### src/rtl/nco_sweep_ctrl_if.sv
// Sweep controller bundle: config/handshake in,
// NCO drive and status out.
interface nco_sweep_ctrl_if #(
    parameter int APR = 32,
    parameter int CW  = 16
);
    logic           start;
    logic           stop;
    logic [APR-1:0] f_start;
    logic [APR-1:0] f_step;
    logic [CW-1:0]  n_steps;
    logic [CW-1:0]  dwell;
    logic           nco_out_valid;
    logic [APR-1:0] phi_inc_o;
    logic           nco_clken;
    logic           busy;
    logic           done;
    logic [CW-1:0]  step_idx;

    modport master (
        output start, stop, f_start, f_step,
        output n_steps, dwell, nco_out_valid,
        input  phi_inc_o, nco_clken, busy,
        input  done, step_idx
    );

    modport slave (
        input  start, stop, f_start, f_step,
        input  n_steps, dwell, nco_out_valid,
        output phi_inc_o, nco_clken, busy,
        output done, step_idx
    );
endinterface

### src/rtl/nco_sweep_ctrl.sv
// Stepped-frequency sweep controller driving an NCO
// phase increment, dwelling a fixed number of valid samples per step.
module nco_sweep_ctrl #(
    parameter int APR = 32,
    parameter int CW  = 16
) (
    input logic             clk,
    input logic             reset_n,
    nco_sweep_ctrl_if.slave bus
);
    typedef enum logic [1:0] {
        IDLE, PRIME, DWELL, DONE
    } state_t;

    localparam logic [CW-1:0] ONE = {{(CW-1){1'b0}}, 1'b1};

    state_t         state_q, state_d;
    logic [APR-1:0] phi_q, phi_d;
    logic [APR-1:0] fstep_q, fstep_d;
    logic [CW-1:0]  idx_q, idx_d;
    logic [CW-1:0]  cnt_q, cnt_d;
    logic [CW-1:0]  nlast_q, nlast_d;
    logic [CW-1:0]  dlast_q, dlast_d;
    logic           clken_q, clken_d;
    logic           busy_q, busy_d;
    logic           done_q, done_d;

    always_ff @(posedge clk or negedge reset_n) begin
        if (!reset_n) begin
            state_q <= IDLE;
            phi_q   <= '0;
            fstep_q <= '0;
            idx_q   <= '0;
            cnt_q   <= '0;
            nlast_q <= '0;
            dlast_q <= '0;
            clken_q <= 1'b0;
            busy_q  <= 1'b0;
            done_q  <= 1'b0;
        end else begin
            state_q <= state_d;
            phi_q   <= phi_d;
            fstep_q <= fstep_d;
            idx_q   <= idx_d;
            cnt_q   <= cnt_d;
            nlast_q <= nlast_d;
            dlast_q <= dlast_d;
            clken_q <= clken_d;
            busy_q  <= busy_d;
            done_q  <= done_d;
        end
    end

    // Counts are latched as last-index values so 0 collapses to 1.
    always_comb begin
        state_d = state_q;
        phi_d   = phi_q;
        fstep_d = fstep_q;
        idx_d   = idx_q;
        cnt_d   = cnt_q;
        nlast_d = nlast_q;
        dlast_d = dlast_q;
        clken_d = clken_q;
        busy_d  = busy_q;
        done_d  = 1'b0;
        unique case (state_q)
            IDLE: begin
                if (bus.start && !bus.stop) begin
                    fstep_d = bus.f_step;
                    nlast_d = (bus.n_steps == '0) ? '0
                            : bus.n_steps - ONE;
                    dlast_d = (bus.dwell == '0) ? '0
                            : bus.dwell - ONE;
                    phi_d   = bus.f_start;
                    idx_d   = '0;
                    cnt_d   = '0;
                    clken_d = 1'b1;
                    busy_d  = 1'b1;
                    state_d = PRIME;
                end
            end
            PRIME: begin
                if (bus.stop) begin
                    clken_d = 1'b0;
                    busy_d  = 1'b0;
                    state_d = IDLE;
                end else if (bus.nco_out_valid) begin
                    cnt_d   = '0;
                    state_d = DWELL;
                end
            end
            DWELL: begin
                if (bus.stop) begin
                    clken_d = 1'b0;
                    busy_d  = 1'b0;
                    state_d = IDLE;
                end else if (bus.nco_out_valid) begin
                    if (cnt_q != dlast_q) begin
                        cnt_d = cnt_q + ONE;
                    end else if (idx_q < nlast_q) begin
                        phi_d = phi_q + fstep_q;
                        idx_d = idx_q + ONE;
                        cnt_d = '0;
                    end else begin
                        clken_d = 1'b0;
                        busy_d  = 1'b0;
                        done_d  = 1'b1;
                        state_d = DONE;
                    end
                end
            end
            DONE: begin
                clken_d = 1'b0;
                busy_d  = 1'b0;
                state_d = IDLE;
            end
            default: state_d = IDLE;
        endcase
    end

    assign bus.phi_inc_o = phi_q;
    assign bus.nco_clken = clken_q;
    assign bus.busy      = busy_q;
    assign bus.done      = done_q;
    assign bus.step_idx  = idx_q;
endmodule

### src/flat_wrapper.sv
// flat-port wrapper written by rule: the top's interface ports become plain ports
module nco_sweep_ctrl_flat 
#(
    parameter int APR = 32,
    parameter int CW  = 16
)
  (clk, reset_n, bus_start, bus_stop, bus_f_start, bus_f_step, bus_n_steps, bus_dwell, bus_nco_out_valid, bus_phi_inc_o, bus_nco_clken, bus_busy, bus_done, bus_step_idx);
  nco_sweep_ctrl_if #(.APR(APR), .CW(CW)) bus_i ();
  input logic clk;
  input logic reset_n;
  input wire logic [$bits(bus_i.start)-1:0] bus_start;
  input wire logic [$bits(bus_i.stop)-1:0] bus_stop;
  input wire logic [$bits(bus_i.f_start)-1:0] bus_f_start;
  input wire logic [$bits(bus_i.f_step)-1:0] bus_f_step;
  input wire logic [$bits(bus_i.n_steps)-1:0] bus_n_steps;
  input wire logic [$bits(bus_i.dwell)-1:0] bus_dwell;
  input wire logic [$bits(bus_i.nco_out_valid)-1:0] bus_nco_out_valid;
  output wire logic [$bits(bus_i.phi_inc_o)-1:0] bus_phi_inc_o;
  output wire logic [$bits(bus_i.nco_clken)-1:0] bus_nco_clken;
  output wire logic [$bits(bus_i.busy)-1:0] bus_busy;
  output wire logic [$bits(bus_i.done)-1:0] bus_done;
  output wire logic [$bits(bus_i.step_idx)-1:0] bus_step_idx;
  assign bus_i.start = bus_start;
  assign bus_i.stop = bus_stop;
  assign bus_i.f_start = bus_f_start;
  assign bus_i.f_step = bus_f_step;
  assign bus_i.n_steps = bus_n_steps;
  assign bus_i.dwell = bus_dwell;
  assign bus_i.nco_out_valid = bus_nco_out_valid;
  assign bus_phi_inc_o = bus_i.phi_inc_o;
  assign bus_nco_clken = bus_i.nco_clken;
  assign bus_busy = bus_i.busy;
  assign bus_done = bus_i.done;
  assign bus_step_idx = bus_i.step_idx;
  nco_sweep_ctrl #(.APR(APR), .CW(CW)) u_core (.clk(clk), .reset_n(reset_n), .bus(bus_i));
endmodule
### config.mk
export PLATFORM = sky130hd
export DESIGN_NAME = nco_sweep_ctrl_flat
export DESIGN_NICKNAME = d
export VERILOG_FILES = /design/src/rtl/nco_sweep_ctrl_if.sv /design/src/rtl/nco_sweep_ctrl.sv /design/src/flat_wrapper.sv
export SDC_FILE = /design/constraint.sdc
export NUM_CORES = 1
export LEC_CHECK = 0
export ABC_CLOCK_PERIOD_IN_PS = 5250
export CAP_MARGIN = 30
export CORE_MARGIN = 4
export CORE_UTILIZATION = 40
export CTS_BUF_LIST = sky130_fd_sc_hd__clkbuf_4 sky130_fd_sc_hd__clkbuf_8
export CTS_CLUSTER_SIZE = 12
export DETAILED_ROUTE_END_ITERATION = 6
export PLACE_DENSITY = 0.6
export SLEW_MARGIN = 15
export SYNTH_ARGS = -nofsm -noshare
export SYNTH_HDL_FRONTEND = slang
export SYNTH_SLANG_ARGS = --single-unit
### constraint.sdc
create_clock -name clk -period 5.25 [get_ports clk]
set_input_delay 0.525 -clock clk [delete_from_list [all_inputs] [get_ports clk]]
set_output_delay 0.525 -clock clk [all_outputs]
set_load 0.01 [all_outputs]
Word level (Yosys, flattened, before mapping)
Cells that the tools add are included.
{ "word_totals": {"out_inout_bits": 51, "word_cells": 85, "inputBits": 101, "ff_bits": 132} }
{ "op_classes": {"reduce_logical": 12, "order_cmp": 1, "add_sub_neg": 5, "muxes": 41, "n_eq_ne": 17} }
{ "op_table": {"columns": ["op", "count"], "rows": [
  ["two-way mux 16 bit", 13],
  ["two-way mux 32 bit", 5],
  ["one-hot mux 32 bit (2 select lines)", 1],
  ["one-hot mux 16 bit (3 select lines)", 1],
  ["adder 16 x 1 -> 16 bit, second input constant", 2],
  ["adder 32 bit", 1],
  ["zero test 16 bit", 2],
  ["one-hot mux 16 bit (2 select lines)", 1],
  ["subtractor 16 x 1 -> 16 bit, second input constant", 2],
  ["< comparator 16 bit", 1],
  ["inequality test 16 bit", 1],
  ["two-way mux 2 bit", 7],
  ["inequality test 2 bit, second input constant", 6],
  ["inequality test 3 bit, second input constant", 4],
  ["two-way mux 1 bit", 11],
  ["AND reduction 5 bit", 2],
  ["one-hot mux 2 bit (4 select lines)", 1],
  ["AND reduction 7 bit", 1],
  ["AND reduction 6 bit", 1],
  ["== test 2 bit, second input constant", 2],
  ["inequality test 2 x 1 -> 1 bit, second input constant", 2],
  ["one-hot mux 1 bit (4 select lines)", 1],
  ["inequality test 3 x 1 -> 1 bit, second input constant", 1],
  ["nonzero test 3 bit", 1],
  ["other kinds (6)", 6]
]} }

Depth between registers and ports, before layout
Gate-level depths: netlist of the first run.
{ "logic_depth": {"word_depth": 6, "depth_mapped": 13, "depth_no_buf": 12} }

Worst setup path before layout of the first run
No wires, ideal clock.
{ "synth_path": {"kind": "register to register", "startpoint": "reg u_core.phi_q[0] (netlist: u_core.bus.phi_inc_o[0])", "endpoint": "reg u_core.phi_q[30] (netlist: u_core.bus.phi_inc_o[30])", "arrival_ns": 2.740, "synth_period_minus_slack_ns": 2.828, "setup_ns": 0.088, "n_path_buf": 0, "required_time_ns": 5.162, "path_slack_ns": 2.422, "stages_incl_launch_ff": 12, "cell_sequence": "dfrtp_1 -> ha_1 -> inv_1 -> fa_1 -> nor2b_1 -> o31a_1 -> o21ai_1 -> o31a_1 -> o21ai_1 -> a31oi_1 -> o41a_1 -> a41oi_1"} }
{ "synth_via": {"elab_chain_cells": 6} }
{ "synth_rtl": {"columns": ["element", "line", "text"], "rows": [
  ["start: declaration", "nco_sweep_ctrl.sv:18", "logic [APR-1:0] phi_q, phi_d;"],
  ["start signal: assignment", "nco_sweep_ctrl.sv:42", "phi_q <= phi_d;"],
  ["adder 32 bit", "nco_sweep_ctrl.sv:101", "phi_d = phi_q + fstep_q;"],
  ["two-way mux 32 bit", "nco_sweep_ctrl.sv:100", "end else if (idx_q < nlast_q) begin"],
  ["two-way mux 32 bit", "nco_sweep_ctrl.sv:98", "if (cnt_q != dlast_q) begin"],
  ["two-way mux 32 bit", "nco_sweep_ctrl.sv:97", "end else if (bus.nco_out_valid) begin"],
  ["two-way mux 32 bit", "nco_sweep_ctrl.sv:93", "if (bus.stop) begin"],
  ["one-hot mux 32 bit (2 select lines)", "nco_sweep_ctrl.sv:66", "unique case (state_q)"]
]} }
No other way between the ends. The select of a mux whose other input is x is not followed.
A chain may end at the register's enable or synchronous reset.

Final worst setup path of the first run
{ "layout_path": {"startpoint": "reg u_core.cnt_q[13]", "endpoint": "reg u_core.phi_q[31] (netlist: u_core.bus.phi_inc_o[31])"} }
{ "layout_via": {"elab_chain_cells": 3} }
{ "layout_rtl": {"columns": ["element", "line", "text"], "rows": [
  ["start: declaration", "nco_sweep_ctrl.sv:21", "logic [CW-1:0] cnt_q, cnt_d;"],
  ["start signal: assignment", "nco_sweep_ctrl.sv:45", "cnt_q <= cnt_d;"],
  ["inequality test 16 bit", "nco_sweep_ctrl.sv:98", null],
  ["inequality test 2 bit (no line)", null, null],
  ["AND reduction 6 bit (no line)", null, null]
]} }
No other way between the ends.

==> results.yml, run 1 <==
status:
  status: "completed"
synthesis:
  seq_area_frac_synth_pct: 39.6
  yosysWarningCount: 0
  synth_area_mm2: 0.00834
  synth_top_area_share_pct: 39.6
  synth-seq-cells: 132
  post_synth.cell_area_avg_um2: 8.41
  syn_nets: 1144
  synth_cells: 992
  ys_types: 65
  synth.largest_area_cell: "dfrtp_1"
  ys_async_sr_fraction_pct: 100
  synth_common_cells: "nand2_1, dfrtp_1, nor2_1"
  ys.flop_type: "dfrtp_1"
  post-synth-top-count-cell: "nand2_1"
  synth_area_leaders: "dfrtp_1, nand2_1, ha_1"
  synth_edf_count: 0
layout:
  n_fill_cell: 1920
  regArea_mm2: 0.00330
  final_cell_count_no_fill: 1407
  design_area_mm2: 0.0105
  final_net_count: 1276
  diodes: 0
  layout-drive-gt1-share_pct: 4.49
  multi_input_area_mm2: 0.00475
  area_delta_synth_final_pct: 25.6
timing:
  worst_pin_slew_ns: 0.844
  slew-limit-headroom_pct: 43.2
  setup_viol: 0
  finalCritPeriodShare_pct: 65.9
  hold_violations: 0
  holdWs_ns: 0.452
  rsz0062_at_grt: "no"
  tns_ns: 0
  skew_ns: 0.0128
  slew_violations: 0
  max_freq_ghz: 0.289
  post-route-min-period_ns: 3.46
global_route:
  grt_overflow: 0
  antenna_found_initial: 0
  grt_first_pass_wirelength_um: 36500
  grt_pass1_vias: 6989
  grt_max_degree: 99
  grtUsageTotal_pct: 19.0
power:
  p_sw_mw: 1.32
  combPwrFrac_pct: 39.9
  seqPwrFrac_pct: 37.1
  p_leak_nw: 4.62
  ir_worst_vdd_mv: 0.143
  internal_power_mw: 2.22
  swShare_pct: 37.2
  p_per_area_mw_per_mm2: 338
  power_frac_clock_pct: 22.9
worst_setup_path:
  cp-start-kind: "register"
  critPathArrivalTime_ns: 3.78
  path_class: "reg -> reg"
  reg2reg_slack_ns: 1.79
  crit_path_max_fanout: 38
  crit_required_ns: 5.57
  worst_setup_path_end_kind: "register"
  reg2reg_from: "u_core.cnt_q[13]$_DFFE_PN0P_"
  r2r_cells: 9
  r2r_end: "u_core.bus.phi_inc_o[31]$_DFFE_PN0P_"
detailed_routing:
  drtAntennaViolNets: 0
  via_count: 7387
  avgRoutedWirePerCell_um: 15.8
  drt-initial-drc-count: 408
  via_per_inst: 5.25
  drt_wl_total_um: 22300
  drcViolationCount: 0
  dr.pass1.iters: 4
clock_network:
  htreeDepth: 4
  clk_latency_ns: 0.45
  numCtsBuffers: 17
  cts_resized: 0
  cts_sinks: 132
  post_cts.repair.setup_buffers: 0
  clk_pin_slew_ns: 0.08
  cts_tree: "built"
  cts-root-buf: "clkbuf_8"
  clk_path_buf_depth: 2
  hold_buffers: 0
placement:
  port_buffers: 151
  placed_area_mm2: 0.0101
  gp_congestion: 0.843
  hpwl_um: 16200
  dp_cells: 1373
worst_hold_path:
  hold_path.class: "in -> async"
run:
  drv_cap: 0
floorplan:
  row_count: 52
  ios: 152
  fp.dieW_um: 152
  initial_core_util_pct: 41.0
  die-area_mm2: 0.0232
  core_mm2: 0.0204
  die_h_um: 152
[cells in the final DEF, fill, tap and decap left out, types with 20 or more instances in the layout]
cell type | Yosys | layout
nand2_1 | 189 | 189
clkdlybuf4s50_1 | 0 | 150
dfrtp_1 | 132 | 132
nor2_1 | 83 | 82
o21ai_1 | 56 | 56
a21oi_1 | 50 | 50
ha_1 | 50 | 50
xnor2_1 | 47 | 47
inv_1 | 30 | 30
o21ai_0 | 29 | 29
a21o_1 | 24 | 24
xor2_1 | 24 | 24
nor3_1 | 21 | 21
and3_1 | 20 | 20
[critical path: stages (launching register included)]
cell      delay (ns)
dfrtp_1         0.43
xnor2_1         0.19
nand4_1         0.11
nor4_1          0.60
inv_2           0.13
nand2_1         0.54
o221a_2         0.88
o21ai_1         0.14
a22oi_1         0.18
o211ai_1        0.11
[cell families (layout without fill, tap and decap cells)]
kind of cell / after synthesis / in the layout / share of synthesized area (%)
AOI/OAI and AO/OA: 248 / 248 / 18.8
xor gates and xnor gates: 71 / 71 / 7.45
adders and majority gates: 51 / 51 / 7.74
buffers and inverters: 78 / 223 / 3.73
DFF: 132 / 132 / 39.6
muxes: 6 / 6 / 0.720
and+or+nand+nor: 406 / 406 / 22.0
[per-layer routing]
layer | share of wire (%) | GRT usage [%] | vias to the layer above
met5 | 0 | 0 | -
met4 | 0.73 | 3.61 | 0
met3 | 5.7 | 5.14 | 11
met2 | 45 | 29.9 | 178
met1 | 48 | 26.6 | 3434
li1 | - | - | 3764
[power by group through the flow]
stage | clock network (mW) | registers (mW) | logic, mW
after global placement | 0 | 1.33 | 1.41
final | 0.812 | 1.31 | 1.41
after floorplan | 0 | 1.32 | 0.937
after detailed placement | 0 | 1.33 | 1.41
after global routing | 0.884 | 1.33 | 1.58
after CTS | 0.842 | 1.32 | 1.42
[worst max-delay path by stage]
stage,from,endpoint,slack (ns),cells after the start
final,u_core.cnt_q[13]$_DFFE_PN0P_,u_core.bus.phi_inc_o[31]$_DFFE_PN0P_,1.79,9
after global routing,u_core.cnt_q[6]$_DFFE_PN0P_,u_core.bus.step_idx[11]$_DFFE_PN0P_,1.42,9
after CTS,u_core.cnt_q[6]$_DFFE_PN0P_,u_core.bus.step_idx[11]$_DFFE_PN0P_,1.79,9
after detailed placement,u_core.cnt_q[13]$_DFFE_PN0P_,u_core.bus.step_idx[5]$_DFFE_PN0P_,1.80,9
after global placement,u_core.cnt_q[13]$_DFFE_PN0P_,u_core.bus.step_idx[5]$_DFFE_PN0P_,1.88,9
after floorplan,u_core.bus.phi_inc_o[0]$_DFFE_PN0P_,u_core.bus.phi_inc_o[30]$_DFFE_PN0P_,2.42,11
[final cells by class]
type | instances | share of cell area (%)
timing repair buffer | 160 | 15.3
multi-input combinational | 782 | 45.3
inverter | 31 | 1.11
clock inverter | 15 | 1.29
clock buffer | 17 | 2.23
tap | 270 | 3.22
sequential | 132 | 31.5
[through the flow]
stage               setup slack, ns  power [mW]  utilization (%)
global placement               1.88        2.74             49.5
detailed placement             1.80        2.75             49.5
global route                   1.42        3.80             51.5
floorplan                      2.42        2.26                -
finish                         1.79        3.54             51.5
CTS                            1.79        3.58             51.3
[state kept, by name, indices dropped and copies added, names as in the netlist]
register and count:
u_core.bus.phi_inc_o 32, u_core.fstep_q 32, u_core.bus.step_idx 16, u_core.cnt_q 16
u_core.dlast_q 16, u_core.nlast_q 16, u_core.state_q 2, u_core.bus.busy 1
u_core.bus.done 1
Note: power is estimated with default switching activity, not from simulation.
==> inputs of run 2 (changes only) <==
- ABC_CLOCK_PERIOD_IN_PS: 5250 -> 3400
- clock period: 5.25 -> 3.4 ns (I/O delays scaled with it)
==> run 2 against run 1 <==
  * Clock skew up 0.0011 ns
  * Setup slack worse by 1.5 ns
  * Largest cell class unchanged
  * Wire length down 0.62%
  * Core utilization up 0.50 points
  * Register-to-register slack worse by 1.5 ns
==> results.yml, run 2 (synthesized netlist as in run 1, its figures left out) <==
global_route:
  grt_max_degree: 94
  grt_pass1_vias: 7224
  met2_usage_pct: 29.7
  antenna_found_initial: 0
  busiest_layer: "met2"
  grtUsageMet1_pct: 26.0
  grt_first_pass_wirelength_um: 36300
  grtUsageMet3_pct: 4.29
  grtUsageTotal_pct: 18.7
  grt_overflow: 0
power:
  p_sw_mw: 2.00
  power_frac_clock_pct: 24.9
  swShare_pct: 35.7
  ir_worst_vdd_mv: 0.199
  p_per_area_mw_per_mm2: 530
  combPwrFrac_pct: 39.2
  seqPwrFrac_pct: 35.9
  p_total_mw: 5.61
  p_leak_nw: 4.67
  internal_power_mw: 3.61
worst_setup_path:
  reg2reg_slack_ns: 0.28
  crit_required_ns: 3.77
  cp-start-kind: "register"
  critPathArrivalTime_ns: 3.48
  r2r_cells: 11
  crit_path_max_fanout: 4
  r2r_end: "u_core.bus.phi_inc_o[30]$_DFFE_PN0P_"
  worst_setup_path_end_kind: "register"
  path_class: "reg -> reg"
  reg2reg_from: "u_core.bus.phi_inc_o[0]$_DFFE_PN0P_"
clock_network:
  numCtsBuffers: 17
  clk_latency_ns: 0.45
  post_cts.repair.setup_buffers: 0
  cts_sinks: 132
  clk_pin_slew_ns: 0.08
  htreeDepth: 4
  clk_path_buf_depth: 2
  cts-root-buf: "clkbuf_8"
  cts_tree: "built"
timing:
  rsz0062_at_grt: "no"
  setup_viol: 0
  hold_violations: 0
  worst_pin_slew_ns: 0.854
  slew-limit-headroom_pct: 43.1
  post-route-min-period_ns: 3.12
  slew_violations: 0
  skew_ns: 0.0139
  tns_ns: 0
  max_freq_ghz: 0.321
  finalCritPeriodShare_pct: 91.6
layout:
  layout-drive-gt1-share_pct: 5.07
  final_net_count: 1283
  area_delta_synth_final_pct: 26.8
  final_common_cell: "nand2_1"
  n_fill_cell: 2008
  final_cell_mix: "nand2_1, clkdlybuf4s50_1, dfrtp_1"
  diodes: 0
  multi_input_area_mm2: 0.00475
  regArea_mm2: 0.00330
  final_cell_count_no_fill: 1414
detailed_routing:
  drt_wl_total_um: 22100
  via_per_inst: 5.18
  dr.pass1.iters: 5
  drcViolationCount: 0
  drtAntennaViolNets: 0
  via_count: 7323
  drt-initial-drc-count: 436
  avgRoutedWirePerCell_um: 15.7
floorplan:
  die-area_mm2: 0.0232
  initial_core_util_pct: 41.0
  ios: 152
  fp.dieW_um: 152
  die_h_um: 152
  core_mm2: 0.0204
  row_count: 52
placement:
  gp_congestion: 0.854
  hpwl_um: 16400
  dp_cells: 1381
  port_buffers: 151
worst_hold_path:
  hold_path.class: "in -> reg"
  min_delay_worst_endpoint: "u_core.fstep_q[5]$_DFFE_PN0P_"
  min-delay-start: "bus_f_step[5]"
  hold_depth: 3
run:
  drv_cap: 0
status:
  status: "completed"
-- run 2: changes by cell type in the layout (fill, tap and decap cells not counted), sizes merged --
| cell | delta |
|---|---|
| buf | +7 |
| bufinv | +2 |
| clkbuf | +2 |
| clkinv | -5 |
| clkinvlp | +2 |
| inv | -1 |
-- run 2: timing repair --
action / CTS / global route
gates resized for setup: 0 / 0
hold buffers: 1 / 0
endpoints found under the hold margin: 5 / 0
-- run 2: power by group through the flow --
| stage | clock network (mW) | registers, mW | logic, mW |
|---|---|---|---|
| after floorplan | 0 | 2.04 | 1.45 |
| after global placement | 0 | 2.04 | 2.19 |
| after detailed placement | 0 | 2.05 | 2.20 |
| after CTS | 1.44 | 2.02 | 2.21 |
| after global routing | 1.52 | 2.05 | 2.46 |
| final | 1.39 | 2.01 | 2.20 |
-- run 2: layer usage --
metal | vias up | part of all wire, % | wire length, µm
met3 | 22 | 5.4 | 1200
li1 | 3764 | - | -
met5 | - | 0 | 0
met1 | 3337 | 48 | 10700
met2 | 200 | 45 | 9850
met4 | 0 | 1.6 | 357
-- run 2: cell type report --
| type | count | area share (%) |
|---|---|---|
| sequential | 132 | 31.2 |
| clock inverter | 13 | 1.49 |
| inverter | 31 | 1.10 |
| clock buffer | 19 | 2.41 |
| multi-input combinational | 782 | 44.9 |
| timing repair buffer | 167 | 15.7 |
| tap | 270 | 3.19 |
-- run 2: critical path: stages (launching register included) --
cell and delay, ns:
dfrtp_1 0.37, ha_1 0.20, inv_1 0.06, fa_1 0.37, nor2b_1 0.19, o31a_1 0.21
o21ai_1 0.15, o31a_1 0.33, o21ai_1 0.33, a31oi_1 0.22, o41a_1 0.40, a41oi_1 0.20
-- run 2: per-stage QoR --
step / setup WS, ns / cell area (µm²) / hold slack [ns] / utilization (%)
4_1_cts: 0.281 / 10600 / 0.386 / 52.0
5_1_grt: 0.0642 / 10600 / 0.389 / 52.0
3_3_place_gp: 0.394 / 10200 / 0.464 / 49.9
3_5_place_dp: 0.298 / 10200 / 0.470 / 49.9
2_1_floorplan: 0.572 / 8340 / 0.0444 / -
6_report: 0.284 / 10600 / 0.407 / 52.0
-- run 2: worst max-delay path by stage --
stage	start	cells past startpoint	to	slack, ns
floorplan	u_core.bus.phi_inc_o[0]$_DFFE_PN0P_	11	u_core.bus.phi_inc_o[30]$_DFFE_PN0P_	0.57
global placement	u_core.bus.phi_inc_o[0]$_DFFE_PN0P_	11	u_core.bus.phi_inc_o[30]$_DFFE_PN0P_	0.39
detailed placement	u_core.bus.phi_inc_o[0]$_DFFE_PN0P_	11	u_core.bus.phi_inc_o[30]$_DFFE_PN0P_	0.30
CTS	u_core.bus.phi_inc_o[0]$_DFFE_PN0P_	11	u_core.bus.phi_inc_o[30]$_DFFE_PN0P_	0.28
global route	u_core.bus.phi_inc_o[0]$_DFFE_PN0P_	11	u_core.bus.phi_inc_o[30]$_DFFE_PN0P_	0.06
finish	u_core.bus.phi_inc_o[0]$_DFFE_PN0P_	11	u_core.bus.phi_inc_o[30]$_DFFE_PN0P_	0.28
